`config.mk`:
```
export PLATFORM = sky130hd
export DESIGN_NAME = pcpi_initiator_flat
export DESIGN_NICKNAME = d
export VERILOG_FILES = /design/src/rtl/pcpi_initiator_if.sv /design/src/rtl/pcpi_initiator.sv /design/src/flat_wrapper.sv
export SDC_FILE = /design/constraint.sdc
export NUM_CORES = 1
export LEC_CHECK = 0
export CORE_MARGIN = 5
export CORE_UTILIZATION = 41
export CTS_BUF_LIST = sky130_fd_sc_hd__clkbuf_8
export CTS_CLUSTER_DIAMETER = 40
export CTS_CLUSTER_SIZE = 24
export DETAILED_ROUTE_END_ITERATION = 16
export PLACE_DENSITY_LB_ADDON = 0.3
export SKIP_CTS_REPAIR_TIMING = 1
export SYNTH_ARGS = -nofsm -noshare
export SYNTH_HDL_FRONTEND = slang
export SYNTH_SLANG_ARGS = --single-unit
```
`constraint.sdc`:
```
create_clock -name clk -period 2.1 [get_ports clk]
set_clock_uncertainty 0.05 [all_clocks]
set_input_delay 0.315 -clock clk [delete_from_list [all_inputs] [get_ports clk]]
set_output_delay 0.315 -clock clk [all_outputs]
set_load 0.05 [all_outputs]
```
`src/rtl/pcpi_initiator_if.sv`:
```
// pcpi_initiator_if
//   Groups the three channels seen by the PCPI requester:
//     command  : cmd_valid/cmd_ready/cmd_insn/cmd_rs1/cmd_rs2
//     PCPI bus : pcpi_valid/pcpi_insn/pcpi_rs1/pcpi_rs2 out,
//                pcpi_wr/pcpi_rd/pcpi_wait/pcpi_ready back
//     response : rsp_valid/rsp_ready/rsp_rd/rsp_wr/rsp_status/rsp_cycles
//   master : the requester (pcpi_initiator) view
//   slave  : the environment view (command source, coprocessor, response sink)
interface pcpi_initiator_if;
  logic        cmd_valid;
  logic        cmd_ready;
  logic [31:0] cmd_insn;
  logic [31:0] cmd_rs1;
  logic [31:0] cmd_rs2;

  logic        pcpi_valid;
  logic [31:0] pcpi_insn;
  logic [31:0] pcpi_rs1;
  logic [31:0] pcpi_rs2;
  logic        pcpi_wr;
  logic [31:0] pcpi_rd;
  logic        pcpi_wait;
  logic        pcpi_ready;

  logic        rsp_valid;
  logic        rsp_ready;
  logic [31:0] rsp_rd;
  logic        rsp_wr;
  logic [1:0]  rsp_status;
  logic [15:0] rsp_cycles;

  modport master (
    input  cmd_valid, cmd_insn, cmd_rs1, cmd_rs2,
    input  pcpi_wr, pcpi_rd, pcpi_wait, pcpi_ready,
    input  rsp_ready,
    output cmd_ready,
    output pcpi_valid, pcpi_insn, pcpi_rs1, pcpi_rs2,
    output rsp_valid, rsp_rd, rsp_wr, rsp_status, rsp_cycles
  );

  modport slave (
    output cmd_valid, cmd_insn, cmd_rs1, cmd_rs2,
    output pcpi_wr, pcpi_rd, pcpi_wait, pcpi_ready,
    output rsp_ready,
    input  cmd_ready,
    input  pcpi_valid, pcpi_insn, pcpi_rs1, pcpi_rs2,
    input  rsp_valid, rsp_rd, rsp_wr, rsp_status, rsp_cycles
  );
endinterface

```
`src/rtl/pcpi_initiator.sv`:
```
// pcpi_initiator
//   Core-side PCPI requester. Takes one command (insn/rs1/rs2) on a
//   valid/ready channel, presents it to a coprocessor on the PCPI bus and
//   holds it stable until pcpi_ready or a timeout, then returns rd, the
//   write flag and a status on a response channel.
//   Ports:
//     clk    : clock, rising edge
//     resetn : asynchronous active-low reset
//     bus    : pcpi_initiator_if.master (command, PCPI and response channels)
//   rsp_status: 00 ok+write, 01 ok no-write, 10 timeout (11 never driven).
//   Optional build macro PCPI_INIT_CYCLE_COUNT_EN: when defined, rsp_cycles
//   reports how many cycles pcpi_valid was high; otherwise it is tied to 0.
module pcpi_initiator #(
  parameter int TIMEOUT_CYCLES = 16,
  parameter int CNT_W          = 8
) (
  input  logic            clk,
  input  logic            resetn,
  pcpi_initiator_if.master bus
);

  typedef enum logic [1:0] {
    IDLE = 2'd0,
    BUSY = 2'd1,
    RESP = 2'd2
  } state_t;

  localparam logic [CNT_W-1:0] TO_LOAD = CNT_W'(TIMEOUT_CYCLES);

  state_t           state, next_state;
  logic [CNT_W-1:0] to_cnt, to_cnt_next;
  logic             accept;
  logic             capture_ok;
  logic             capture_to;

  logic [31:0]      insn_q, rs1_q, rs2_q;
  logic [31:0]      rd_q;
  logic             wr_q;
  logic [1:0]       status_q;

  // State and timeout counter registers.
  always_ff @(posedge clk or negedge resetn) begin
    if (!resetn) begin
      state  <= IDLE;
      to_cnt <= TO_LOAD;
    end else begin
      state  <= next_state;
      to_cnt <= to_cnt_next;
    end
  end

  // Next-state logic. pcpi_ready is tested before the timeout so a response
  // landing on the terminal count still completes normally. pcpi_wait only
  // rearms the timeout; it never ends the request.
  always_comb begin
    next_state  = state;
    to_cnt_next = to_cnt;
    accept      = 1'b0;
    capture_ok  = 1'b0;
    capture_to  = 1'b0;
    case (state)
      IDLE: begin
        if (bus.cmd_valid) begin
          accept      = 1'b1;
          to_cnt_next = TO_LOAD;
          next_state  = BUSY;
        end
      end
      BUSY: begin
        if (bus.pcpi_ready) begin
          capture_ok = 1'b1;
          next_state = RESP;
        end else if (bus.pcpi_wait) begin
          to_cnt_next = TO_LOAD;
        end else if (to_cnt == CNT_W'(1)) begin
          capture_to = 1'b1;
          next_state = RESP;
        end else begin
          to_cnt_next = to_cnt - CNT_W'(1);
        end
      end
      RESP: begin
        if (bus.rsp_ready) begin
          next_state = IDLE;
        end
      end
      default: begin
        next_state = IDLE;
      end
    endcase
  end

  // Command and response datapath registers.
  always_ff @(posedge clk or negedge resetn) begin
    if (!resetn) begin
      insn_q   <= 32'd0;
      rs1_q    <= 32'd0;
      rs2_q    <= 32'd0;
      rd_q     <= 32'd0;
      wr_q     <= 1'b0;
      status_q <= 2'b00;
    end else begin
      if (accept) begin
        insn_q <= bus.cmd_insn;
        rs1_q  <= bus.cmd_rs1;
        rs2_q  <= bus.cmd_rs2;
      end
      if (capture_ok) begin
        rd_q     <= bus.pcpi_rd;
        wr_q     <= bus.pcpi_wr;
        status_q <= bus.pcpi_wr ? 2'b00 : 2'b01;
      end else if (capture_to) begin
        rd_q     <= 32'd0;
        wr_q     <= 1'b0;
        status_q <= 2'b10;
      end
    end
  end

  assign bus.cmd_ready  = (state == IDLE);
  assign bus.pcpi_valid = (state == BUSY);
  assign bus.pcpi_insn  = insn_q;
  assign bus.pcpi_rs1   = rs1_q;
  assign bus.pcpi_rs2   = rs2_q;
  assign bus.rsp_valid  = (state == RESP);
  assign bus.rsp_rd     = rd_q;
  assign bus.rsp_wr     = wr_q;
  assign bus.rsp_status = status_q;

`ifdef PCPI_INIT_CYCLE_COUNT_EN
  logic [15:0] cyc_cnt;
  logic [15:0] cyc_inc;
  logic [15:0] cyc_q;

  // The latched value includes the BUSY cycle in which the request ends, so
  // it equals the number of cycles pcpi_valid was high.
  assign cyc_inc = (cyc_cnt == 16'hFFFF) ? cyc_cnt : cyc_cnt + 16'd1;

  always_ff @(posedge clk or negedge resetn) begin
    if (!resetn) begin
      cyc_cnt <= 16'd0;
      cyc_q   <= 16'd0;
    end else begin
      if (accept) begin
        cyc_cnt <= 16'd0;
      end else if (state == BUSY) begin
        cyc_cnt <= cyc_inc;
      end
      if (capture_ok || capture_to) begin
        cyc_q <= cyc_inc;
      end
    end
  end

  assign bus.rsp_cycles = cyc_q;
`else
  assign bus.rsp_cycles = 16'd0;
`endif

endmodule

```
`src/flat_wrapper.sv`:
```
// flat-port wrapper written by rule: the top's interface ports become plain ports
module pcpi_initiator_flat 
#(
  parameter int TIMEOUT_CYCLES = 16,
  parameter int CNT_W          = 8
)
  (clk, resetn, bus_cmd_valid, bus_cmd_insn, bus_cmd_rs1, bus_cmd_rs2, bus_pcpi_wr, bus_pcpi_rd, bus_pcpi_wait, bus_pcpi_ready, bus_rsp_ready, bus_cmd_ready, bus_pcpi_valid, bus_pcpi_insn, bus_pcpi_rs1, bus_pcpi_rs2, bus_rsp_valid, bus_rsp_rd, bus_rsp_wr, bus_rsp_status, bus_rsp_cycles);
  pcpi_initiator_if bus_i ();
  input  logic clk;
  input  logic resetn;
  input wire logic [$bits(bus_i.cmd_valid)-1:0] bus_cmd_valid;
  input wire logic [$bits(bus_i.cmd_insn)-1:0] bus_cmd_insn;
  input wire logic [$bits(bus_i.cmd_rs1)-1:0] bus_cmd_rs1;
  input wire logic [$bits(bus_i.cmd_rs2)-1:0] bus_cmd_rs2;
  input wire logic [$bits(bus_i.pcpi_wr)-1:0] bus_pcpi_wr;
  input wire logic [$bits(bus_i.pcpi_rd)-1:0] bus_pcpi_rd;
  input wire logic [$bits(bus_i.pcpi_wait)-1:0] bus_pcpi_wait;
  input wire logic [$bits(bus_i.pcpi_ready)-1:0] bus_pcpi_ready;
  input wire logic [$bits(bus_i.rsp_ready)-1:0] bus_rsp_ready;
  output wire logic [$bits(bus_i.cmd_ready)-1:0] bus_cmd_ready;
  output wire logic [$bits(bus_i.pcpi_valid)-1:0] bus_pcpi_valid;
  output wire logic [$bits(bus_i.pcpi_insn)-1:0] bus_pcpi_insn;
  output wire logic [$bits(bus_i.pcpi_rs1)-1:0] bus_pcpi_rs1;
  output wire logic [$bits(bus_i.pcpi_rs2)-1:0] bus_pcpi_rs2;
  output wire logic [$bits(bus_i.rsp_valid)-1:0] bus_rsp_valid;
  output wire logic [$bits(bus_i.rsp_rd)-1:0] bus_rsp_rd;
  output wire logic [$bits(bus_i.rsp_wr)-1:0] bus_rsp_wr;
  output wire logic [$bits(bus_i.rsp_status)-1:0] bus_rsp_status;
  output wire logic [$bits(bus_i.rsp_cycles)-1:0] bus_rsp_cycles;
  assign bus_i.cmd_valid = bus_cmd_valid;
  assign bus_i.cmd_insn = bus_cmd_insn;
  assign bus_i.cmd_rs1 = bus_cmd_rs1;
  assign bus_i.cmd_rs2 = bus_cmd_rs2;
  assign bus_i.pcpi_wr = bus_pcpi_wr;
  assign bus_i.pcpi_rd = bus_pcpi_rd;
  assign bus_i.pcpi_wait = bus_pcpi_wait;
  assign bus_i.pcpi_ready = bus_pcpi_ready;
  assign bus_i.rsp_ready = bus_rsp_ready;
  assign bus_cmd_ready = bus_i.cmd_ready;
  assign bus_pcpi_valid = bus_i.pcpi_valid;
  assign bus_pcpi_insn = bus_i.pcpi_insn;
  assign bus_pcpi_rs1 = bus_i.pcpi_rs1;
  assign bus_pcpi_rs2 = bus_i.pcpi_rs2;
  assign bus_rsp_valid = bus_i.rsp_valid;
  assign bus_rsp_rd = bus_i.rsp_rd;
  assign bus_rsp_wr = bus_i.rsp_wr;
  assign bus_rsp_status = bus_i.rsp_status;
  assign bus_rsp_cycles = bus_i.rsp_cycles;
  pcpi_initiator #(.TIMEOUT_CYCLES(TIMEOUT_CYCLES), .CNT_W(CNT_W)) u_core (.clk(clk), .resetn(resetn), .bus(bus_i));
endmodule
```
# --- Word level (Yosys, flattened, before mapping) ---
# Index checks and enable logic that the tools add are counted.
op_classes:
  eq_ne: 9
  n_mux: 26
  n_reduce_logical: 5
  add_sub_neg: 1
ops:
  columns: ["cell", "n"]
  rows:
  - ["$mux 32", 2]
  - ["$mux 8", 4]
  - ["$pmux 8 s2", 1]
  - ["$mux 2", 7]
  - ["$mux 1", 11]
  - ["$eq 8x1->1 const B", 1]
  - ["$reduce_and 4->1", 2]
  - ["$sub 8x1->8 const B", 1]
  - ["$ne 2x2->1 const B", 3]
  - ["$ne 3x3->1 const B", 2]
  - ["$pmux 2 s3", 1]
  - ["$reduce_bool 2->1", 2]
  - ["$ne 3x2->1 const B", 1]
  - ["$eq 2x1->1 const B", 1]
  - ["$eq 2x2->1 const B", 1]
  - ["$logic_not 2->1", 1]
totals:
  inputBits: 135
  register_bits: 141
  word_cells: 49
  output_inout_bits: 150

# --- Logic depth before layout (Yosys ltp) ---
depth:
  ltp_word: 7
  depth_mapped: 7
  ltp_nobuf: 6

# --- Least setup slack after synthesis ---
# No wires, ideal clock.
synth_timing:
  path_type: "register to register"
  startpoint: "reg u_core.state[1]"
  endpoint: "reg u_core.rs1_q[22], in the netlist u_core.bus.pcpi_rs1[22]"
  period_less_slack_ns: 2.164
  t_required_ns: 1.932
  n_path_buf: 2
  arrival_time_ns: 1.997
  setup_ns: 0.118
  setup_slack_ns: -0.064
  path_stages_with_launch: 7
  path_cell_list: "dfrtp_1 > nor2_1 > nand2_1 > buf_2 > clkbuf_1 > nand2_1 > nand2_1"
synth_via:
  elab_chain_len: 2
synth_lines:
  columns: ["item", "line_no", "rtl"]
  rows:
  - ["start, declared", "pcpi_initiator.sv:30", "state_t state, next_state;"]
  - ["start signal, assigned", "pcpi_initiator.sv:47", "state <= next_state;"]
  - ["$logic_not 2->1", null, null]
  - ["via bus_cmd_ready", "flat_wrapper.sv:20", "output wire logic [$bits(bus_i.cmd_ready)-1:0] bus_cmd_ready;"]
  - ["$mux 1", "pcpi_initiator.sv:61", "case (state)"]
  - ["end signal, assigned", "pcpi_initiator.sv:105", "rs1_q <= bus.cmd_rs1;"]
  - ["end, declared", "pcpi_initiator.sv:36", "logic [31:0] insn_q, rs1_q, rs2_q;"]
# The timed path passes the listed nets, and every way through them passes these cells.
# A chain may end at the register's enable or synchronous reset.

# --- Worst setup path after layout ---
layout_timing:
  startpoint: "reg u_core.rd_q[7], in the netlist u_core.bus.rsp_rd[7]"
  endpoint: "out bus_rsp_rd[7]"
layout_rtl:
  columns: ["item", "line_no", "rtl"]
  rows:
  - ["start, declared", "pcpi_initiator.sv:37", "logic [31:0] rd_q;"]
  - ["start signal, assigned", "pcpi_initiator.sv:109", "rd_q <= bus.pcpi_rd;"]
  - ["end, declared", "flat_wrapper.sv:26", "output wire logic [$bits(bus_i.rsp_rd)-1:0] bus_rsp_rd;"]
# No word-level cell between the ends.

==> flow_metrics.tcl <==
set metrics [dict create \
    outcome "complete, no violations" \
    yosysSeqAreaShare_pct 63.1 \
    portBuffers 268 \
    insertion_delay_ns 0.43 \
    gp_congestion 0.882 \
    gr-total-overflow 0 \
    cts_max_level 4 \
    grt-busiest-layer "met2" \
    worst_pin_slew_ns 0.570 \
    yosysWarnings 0 \
    ys_ff_latch 141 \
    vias 4874 \
    finalSetupTns_ns 0 \
    rrSetupSlack_ns 0.27 \
    synthDominantCellAreaShare_pct 62.6 \
    synth-edff-count 0 \
    root_buffer "clkbuf_8" \
    layout-drive-gt1-share_pct 7.18 \
    num_antenna_cells 0 \
    fin_area_sq_um 8850 \
    cts_tree "yes" \
    crit_arrival_ns 1.65 \
    start_util_pct 42.1 \
    total_power_mw 16.7 \
    path_class "reg -> out" \
    whs_ns 0.340 \
    dp_hpwl_mm 12.2 \
    hp-class "in -> async" \
    synthesis.area_sq_um 5600 \
    fmax_ghz 0.495 \
    placed_area_sq_um 8450 \
    core-area_sq_um 13300 \
    cpPeakStageDelay_ns 0.82 \
    grt_pass1_wl_mm 26.3 \
    crit_path_end_kind "output port" \
    drtIter0Drc 302 \
    startpoint_type "register" \
    maxSlewViolCount 0 \
    power_density_nw_per_um2 1890 \
    synth.most_common_cell "nand2_1" \
    drc 0 \
    fin_nets 974 \
    ys_async_sr_fraction_pct 100 \
    clock_sinks 141 \
    slew_headroom_pct 61.9 \
    fin_crit_sh_pct 96.1 \
    fin_ws_ns 0.0816 \
    critPathRequiredTime_ns 1.74 \
    leakagePower_nw 4.27 \
    cts_inserted_buffers 17 \
    antenna_found_initial 0 \
    syn_area_per_cell_sq_um 9.87 \
    peakVddDrop_uv 1050 \
    crit_chain "clkdlybuf4s50_1" \
    finalWirelength_mm 16.4 \
    path_buf_inv 1 \
    clock_path_buffers 2 \
    die_y_um 127 \
    clk_pin_slew_ns 0.08 \
    setup_viol 0 \
    fillers 1035 \
    place_ws_ns 0.0971 \
    synth_area_leader_cell "dfrtp_1" \
    area_delta_synth_final_pct 58.2 \
    min_period_ns 2.02 \
    die_w_um 127 \
    viasPerCell 4.75 \
    grt_setup_unrepaired "false" \
    hold_violations 0 \
    grt_max_degree 97 \
    slowest_stage "clkdlybuf4s50_1" \
    cp_top_family "buffers and inverters" \
    maxCapViolations 0 \
    synthTopCellsByCount "296 x nand2_1, 140 x dfrtp_1, 28 x a22o_1" \
    ios 285 \
    ant_nets 0 \
    grt_use_met2_pct 36.5 \
    reg2reg_depth 5 \
    synth_area_leaders "dfrtp_1 63%, nand2_1 20%, a22o_1 4.4%, buf_4 2.3%, buf_6 1.2%" \
    die_area_sq_um 16100 \
    ys.flop_type "dfrtp_1" \
    grtUsageMet3_pct 6.18 \
    grt_pass1_vias 5106 \
    worstPathMaxFanout 2 \
    met1_usage_pct 22.4 \
    rows 42 \
    grtUsageTotal_pct 20.6 \
    dr.pass1.iters 4 \
    reg2reg_from "u_core.to_cnt[5]" \
    r2r_end "u_core.bus.rsp_rd[4]" \
    syn-instance-count 567 \
    synth.distinct_cells 36 \
    avgRoutedWirePerCell_um 16.0 \
]
==> state kept, by name, indices dropped and copies added (netlist names) <==
register               count
u_core.state               2
u_core.bus.rsp_wr          1
u_core.bus.pcpi_rs1       32
u_core.bus.pcpi_insn      32
u_core.bus.rsp_status      2
u_core.to_cnt              8
u_core.bus.pcpi_rs2       32
u_core.bus.rsp_rd         32
==> layer usage <==
metal  routed length, um  vias to the layer above
li1                    -                     2305
met1                6030                     2310
met2                8640                      213
met3                1190                       46
met4                 576                        0
met5                   0                        -
==> layout make-up <==
class	count	area (sq um)	area share (%)
Clock buffer	21	289	3.27
Clock inverter	11	101	1.15
Inverter	6	22.5	0.254
Multi-Input combinational cell	391	1830	20.7
Sequential cell	141	3530	39.9
Tap cell	176	220	2.49
Timing Repair Buffer	280	2860	32.3
==> worst max path at each step <==
| stage | end | depth (start not counted) | from |
|---|---|---|---|
| final | bus_rsp_rd[7] | 1 | u_core.bus.rsp_rd[7] |
| after global routing | bus_pcpi_insn[14] | 1 | u_core.bus.pcpi_insn[14] |
| after CTS | bus_rsp_rd[23] | 1 | u_core.bus.rsp_rd[23] |
| after detailed placement | u_core.to_cnt[4] | 5 | bus_pcpi_wait |
| after global placement | u_core.to_cnt[4] | 5 | bus_pcpi_wait |
| after floorplan | u_core.bus.pcpi_rs1[22] | 6 | u_core.state[1] |
==> report_power, final <==
part / total, mW / switching [mW] / internal [mW]
combinational: 9.85 / 6.61 / 3.24
clock: 2.13 / 0.972 / 1.16
sequential: 4.76 / 0.760 / 4.00
==> stage by stage <==
stage / util [%] / std cells
global placement: 63.6 / 993
CTS: 66.5 / 1025
detailed placement: 63.6 / 993
finish: 66.6 / 1026
floorplan: - / 582
global route: 66.6 / 1026
==> cell families after synthesis <==
kind of cell | count (synthesis) | synth area share (%)
xor+xnor | 1 | 0.157
fa+ha+maj | 2 | 0.447
buf+inv | 50 | 5.43
simple gates | 320 | 22.6
mux | 1 | 0.268
flops | 141 | 63.1
compound gates | 51 | 7.98
other cells | 1 | 0.0670
==> cell usage in the layout, fill, tap and decap left out, drive strengths merged, types with 2 or more instances in the layout <==
cell and instances:
o21a 2, nor4 2, nand3 3, buf 15, o2bb2ai 2, bufinv 2
inv 11, o21ai 4, ha 2, a31oi 2, clkdlybuf4s50 264, conb 16
a22o 33, a21oi 5, and2 3, nor2 8, clkinv 3, nor3 2
nand2 296, clkbuf 21, dfrtp 140
Note: power is estimated with default switching activity, not from simulation.
